$ cat config.mk
export PLATFORM = sky130hd
export DESIGN_NAME = dense_4_argmax
export DESIGN_NICKNAME = d
export VERILOG_FILES = /design/src/rtl/dense_argmax_pkg.sv /design/src/rtl/dense_argmax_cmp.sv /design/src/rtl/dense_4_argmax.sv
export SDC_FILE = /design/constraint.sdc
export NUM_CORES = 1
export LEC_CHECK = 0
export BUFFER_PORTS_ARGS = -buffer_cell sky130_fd_sc_hd__buf_2
export CAP_MARGIN = 5
export CORE_AREA = 8 8 176 178
export DETAILED_ROUTE_END_ITERATION = 8
export DIE_AREA = 0 0 184 186
export PLACE_DENSITY = 0.54
export SYNTH_ARGS = -nofsm -noshare
export SYNTH_HDL_FRONTEND = slang
export SYNTH_SLANG_ARGS = --single-unit
$ cat constraint.sdc
create_clock -name clk -period 12.6 [get_ports clk]
set_input_delay 1.89 -clock clk [delete_from_list [all_inputs] [get_ports clk]]
set_output_delay 1.89 -clock clk [all_outputs]
set_load 0.02 [all_outputs]
$ cat src/rtl/dense_argmax_pkg.sv
// Shared constants and types for the dense_4 argmax classifier stage.
// Build option: DENSE_ARGMAX_MARGIN_EN enables top1-top2 margin tracking.
`timescale 1ns/1ps
package dense_argmax_pkg;

  localparam int N_CLASSES = 5;
  localparam int DATA_W    = 21;
  localparam int NFRAC     = 10;
  localparam int IDX_W     = $clog2(N_CLASSES);

  typedef logic signed [DATA_W-1:0] logit_t;
  typedef logic [IDX_W-1:0]         idx_t;
  typedef enum logic [1:0] {IDLE, SCAN, DONE} state_t;

  localparam logit_t LOGIT_MIN = {1'b1, {(DATA_W-1){1'b0}}};
  localparam idx_t   LAST_IDX  = idx_t'(N_CLASSES - 1);

endpackage

$ cat src/rtl/dense_argmax_cmp.sv
// One scan step: folds a candidate logit into the running best (and second best).
// Build option: DENSE_ARGMAX_MARGIN_EN adds the second-best path.
`timescale 1ns/1ps
module dense_argmax_cmp
  import dense_argmax_pkg::*;
(
  input  logit_t i_cand,
  input  idx_t   i_cand_idx,
  input  logit_t i_best,
  input  idx_t   i_best_idx,
`ifdef DENSE_ARGMAX_MARGIN_EN
  input  logit_t i_second,
  output logit_t o_next_second,
`endif
  output logit_t o_next_best,
  output idx_t   o_next_idx
);

  // Strictly greater wins, so ties keep the earlier (lower) class index.
  always_comb begin
    o_next_best = i_best;
    o_next_idx  = i_best_idx;
`ifdef DENSE_ARGMAX_MARGIN_EN
    o_next_second = i_second;
`endif
    if (i_cand > i_best) begin
      o_next_best = i_cand;
      o_next_idx  = i_cand_idx;
`ifdef DENSE_ARGMAX_MARGIN_EN
      o_next_second = i_best;
`endif
    end
`ifdef DENSE_ARGMAX_MARGIN_EN
    else if (i_cand > i_second) begin
      o_next_second = i_cand;
    end
`endif
  end

endmodule

$ cat src/rtl/dense_4_argmax.sv
// Serial argmax over the dense_4 logit vector with valid/ready on both sides.
// Build option: DENSE_ARGMAX_MARGIN_EN drives out_margin; otherwise it is 0.
`timescale 1ns/1ps
module dense_4_argmax
  import dense_argmax_pkg::*;
(
  input  logic                        clk,
  input  logic                        rst,
  input  logic                        in_valid,
  output logic                        in_ready,
  input  logic [N_CLASSES*DATA_W-1:0] in_logits,
  output logic                        out_valid,
  input  logic                        out_ready,
  output logic [IDX_W-1:0]            out_idx,
  output logic signed [DATA_W-1:0]    out_max,
  output logic [DATA_W:0]             out_margin
);

  state_t r_state;
  logic   r_in_ready;
  logic   r_out_valid;
  idx_t   r_cnt;
  idx_t   r_idx;
  logit_t r_best;
  logit_t r_logits [N_CLASSES];

  logit_t w_next_best;
  idx_t   w_next_idx;

`ifdef DENSE_ARGMAX_MARGIN_EN
  logit_t           r_second;
  logic [DATA_W:0]  r_margin;
  logit_t           w_next_second;
  logic [DATA_W:0]  w_margin;

  // Sign-extend by one bit so best - second (max 2^DATA_W - 1) never wraps.
  assign w_margin = {w_next_best[DATA_W-1], w_next_best}
                  - {w_next_second[DATA_W-1], w_next_second};
`endif

  dense_argmax_cmp u_cmp (
    .i_cand        (r_logits[r_cnt]),
    .i_cand_idx    (r_cnt),
    .i_best        (r_best),
    .i_best_idx    (r_idx),
`ifdef DENSE_ARGMAX_MARGIN_EN
    .i_second      (r_second),
    .o_next_second (w_next_second),
`endif
    .o_next_best   (w_next_best),
    .o_next_idx    (w_next_idx)
  );

  always_ff @(posedge clk or posedge rst) begin
    if (rst) begin
      r_state     <= IDLE;
      r_in_ready  <= 1'b1;
      r_out_valid <= 1'b0;
      r_cnt       <= '0;
      r_idx       <= '0;
      r_best      <= '0;
      for (int k = 0; k < N_CLASSES; k++) r_logits[k] <= '0;
`ifdef DENSE_ARGMAX_MARGIN_EN
      r_second    <= '0;
      r_margin    <= '0;
`endif
    end else begin
      unique case (r_state)
        IDLE: begin
          if (in_valid && r_in_ready) begin
            for (int k = 0; k < N_CLASSES; k++)
              r_logits[k] <= in_logits[k*DATA_W +: DATA_W];
            r_best     <= in_logits[0 +: DATA_W];
            r_idx      <= '0;
            r_cnt      <= idx_t'(1);
`ifdef DENSE_ARGMAX_MARGIN_EN
            r_second   <= LOGIT_MIN;
`endif
            r_in_ready <= 1'b0;
            r_state    <= SCAN;
          end
        end
        SCAN: begin
          r_best <= w_next_best;
          r_idx  <= w_next_idx;
`ifdef DENSE_ARGMAX_MARGIN_EN
          r_second <= w_next_second;
`endif
          if (r_cnt == LAST_IDX) begin
`ifdef DENSE_ARGMAX_MARGIN_EN
            r_margin <= w_margin;
`endif
            r_out_valid <= 1'b1;
            r_state     <= DONE;
          end else begin
            r_cnt <= r_cnt + idx_t'(1);
          end
        end
        DONE: begin
          if (out_ready) begin
            r_out_valid <= 1'b0;
            r_in_ready  <= 1'b1;
            r_state     <= IDLE;
          end
        end
        default: r_state <= IDLE;
      endcase
    end
  end

  assign in_ready  = r_in_ready;
  assign out_valid = r_out_valid;
  assign out_idx   = r_idx;
  assign out_max   = r_best;
`ifdef DENSE_ARGMAX_MARGIN_EN
  assign out_margin = r_margin;
`else
  assign out_margin = '0;
`endif

endmodule

==> results.tsv <==
stage	metric	value	unit
critical_path	critical_path_required	12.90	ns
clock_tree	clockBufferDepth	2	
critical_path	worst_r2r_endpoint	out_max[7]	
placement	pre_cts_ws	8.44	ns
yosys	synthCells	538	
pwr	power.total	1970	uW
sta	timing.setup.tns	0	ns
clock_tree	post_cts_resized	0	
critical_path	crit_type	register to register	
clock_tree	cts_setup_buffers	0	
pwr	p_leak	0.00410	uW
grt	antenna_found_initial	4	
critical_path	crit_fanout	24	
sta	tightest_slew	1.15	ns
routing	num_vias	4474	
sta	slew_headroom	0.234	
routing	wl_per_cell	17.4	um
grt	overflow	0	
sta	period_needed	4.14	ns
clock_tree	cts.htree.levels	4	
yosys	yosys-mux-area-fraction	0.289	
clock_tree	root_buffer	clkbuf_16	
pwr	ir_drop	0.0000859	V
floorplan	die_x	184	um
yosys	syn_area_per_cell	12.8	um^2
placement	dp_hpwl	14200	um
routing	drcViolationCount	0	
sta	setup_ws	8.46	ns
grt	grt.total_usage	0.108	
critical_path	cp-start-kind	register	
clock_tree	cts_hold_buf	0	
yosys	ys_ff_latch	136	
final_layout	seq_area	3400	um^2
placement	io_buffer_count	134	
routing	vias_per_cell	4.20	
hold_path	hp-start	r_logits[104]	
floorplan	rows	62	
final_layout	multi_input_area	3170	um^2
sta	finalCritPeriodShare	0.328	
sta	slew_viol_final	0	
final_layout	utilization	0.300	
clock_tree	cts.clk_slew.worst_paths	0.06	ns
pwr	p_per_area	233	nW/um^2
floorplan	die_h	186	um
routing	postRouteAntennaNets	0	
floorplan	core_area	28200	um^2
clock_tree	clock_latency	0.42	ns
critical_path	ff2ff_setup_slack	8.46	ns
grt	grt_pass1_wl	28100	um
yosys	synth-seq-area-share	0.494	
clock_tree	cts_buffers	17	
sta	rsz0062_at_grt	no	
critical_path	arrival	4.44	ns
clock_tree	cts_tree	done	
final_layout	nNetsFinal	800	
sta	setup_violations	0	
placement	gp_congestion	0.789	
critical_path	reg2reg_depth	8	
yosys	syn-cell-area	6900	um^2
final_layout	syn_to_final_growth	22.7	%
hold_path	hold_class	register to register	
clock_tree	cts.sinks	136	
routing	drt-pass1-iter-count	4	
yosys	synthXorXnorAreaFrac	0	
floorplan	design.die.area	34200	um^2
routing	drt_wl_total	18500	um
yosys	synth_top_family_by_area	multiplexers	
final_layout	n_fill_cell	2902	
yosys	netlist-cell-type-count	32	
sta	worst_clock_skew	0.0102	ns
yosys	synthAdderAreaFrac	0.0417	
run	max_cap_viol_count	0	
grt	grt_pass1_vias	4677	
grt	grt_max_degree	90	
critical_path	timing.rr.start	r_cnt[1]	
placement	place_area	7870	um^2
sta	hold_violations	0	
yosys	synth_compound_area_frac	0.0530	
critical_path	setup.worst_path.start	r_cnt[1]	
critical_path	setup.worst_path.end	out_max[7]	
critical_path	cp-end-kind	register	
final_layout	final_area	8460	um^2
yosys	synth_simple_gate_area_frac	0.0611	
floorplan	ios	157	
status	status	completed	
routing	drtIter0Drc	211	
floorplan	start_util	0.244	
final_layout	layout-drive-gt1-share	0.483	
sta	maxClockFrequency	242	MHz
yosys	yosysWarnings	0	
cells in the mapped netlist (all sizes together):
cell type | number | area, um^2
conb | 1 | 3.75
nand3 | 3 | 15.0
nor4 | 1 | 12.5
nor3b | 1 | 7.51
mux2i | 1 | 10.0
a22oi | 1 | 7.51
a22o | 20 | 175
inv | 26 | 97.6
nand2b | 1 | 6.26
nor3 | 4 | 20.0
mux4 | 21 | 473
mux2 | 128 | 1510
buf | 45 | 302
nor2 | 11 | 41.3
a21oi | 17 | 85.1
o21ai | 8 | 43.8
nand2 | 75 | 282
ha | 23 | 288
a221o | 1 | 10.0
dfrtp | 135 | 3380
o211ai | 1 | 21.3
dfstp | 1 | 26.3
nand4 | 4 | 31.3
nor2b | 1 | 6.26
clkbuf | 5 | 18.8
a21o | 3 | 22.5
final cells by class:
type	instances	area share
diodes	1	0.000296
clock inverters	14	0.0192
multi-input cells	347	0.374
flip-flops and latches	136	0.402
inverters	26	0.0121
well taps	384	0.0568
clock buffers	18	0.0507
repair buffers	140	0.0846
flip-flops by register name, summed over array words and instances, names as in the netlist:
name and flops:
in_ready 1, out_idx 3, out_max 21, out_valid 1, r_cnt 3, r_logits 105
r_state 2
kinds of logic (layout without fill, tap and decap cells):
kind of cell / Yosys count / after routing
and+or+nand+nor: 101 / 101
muxes: 150 / 150
DFF: 136 / 136
adders and majority gates: 23 / 23
AOI/OAI and AO/OA: 51 / 51
buffers and inverters: 76 / 198
other: 1 / 23
stage by stage:
stage | hold WS [ns] | std cells
after global placement | 0.486 | 1033
after global routing | 0.516 | 1066
after CTS | 0.507 | 1065
final | 0.503 | 1066
after floorplan | 0.475 | 559
after detailed placement | 0.492 | 1033
power breakdown:
part | switching, uW | internal [uW] | total [uW]
logic | 347 | 371 | 719
clock network | 206 | 298 | 504
registers | 126 | 625 | 751
total | 679 | 1290 | 1970
how the worst min path moves through the flow:
| stage | end | slack (ns) | cells after the start |
|---|---|---|---|
| 2_1_floorplan | r_logits[42] | 0.48 | 1 |
| 3_3_place_gp | r_logits[95] | 0.49 | 1 |
| 3_5_place_dp | r_logits[88] | 0.49 | 1 |
| 4_1_cts | r_logits[21] | 0.51 | 1 |
| 5_1_grt | r_logits[24] | 0.52 | 1 |
| 6_report | r_logits[104] | 0.50 | 1 |
placed cells by master, fill, tap and decap left out, types with 7 or more instances in the layout:
cell / synthesis / final
o21ai_0: 7 / 7
dfrtp_1: 135 / 135
a21oi_1: 17 / 17
inv_6: 0 / 7
conb_1: 1 / 22
buf_2: 16 / 134
mux4_2: 21 / 21
mux2_4: 19 / 19
clkbuf_16: 0 / 17
mux2_2: 109 / 109
ha_1: 23 / 23
a22o_1: 20 / 20
nor2_1: 11 / 11
inv_1: 26 / 25
nand2_1: 75 / 75
critical path: stages (launching register included):
cell      delay [ns]
dfrtp_1         1.10
mux4_2          0.42
a22o_1          0.21
ha_1            0.38
nand4_2         0.17
nor4_2          0.33
nand2_1         0.13
o211ai_4        0.85
mux2_2          0.42
layer usage:
metal / vias to the layer above / share of wire / global-route usage
met3: 27 / 0.044 / 0.0254
met5: - / 0.0021 / 0
met2: 104 / 0.50 / 0.177
met4: 6 / 0.017 / 0.0452
met1: 2217 / 0.44 / 0.136
li1: 2120 / - / -
Power figures use the tool's default switching activity.
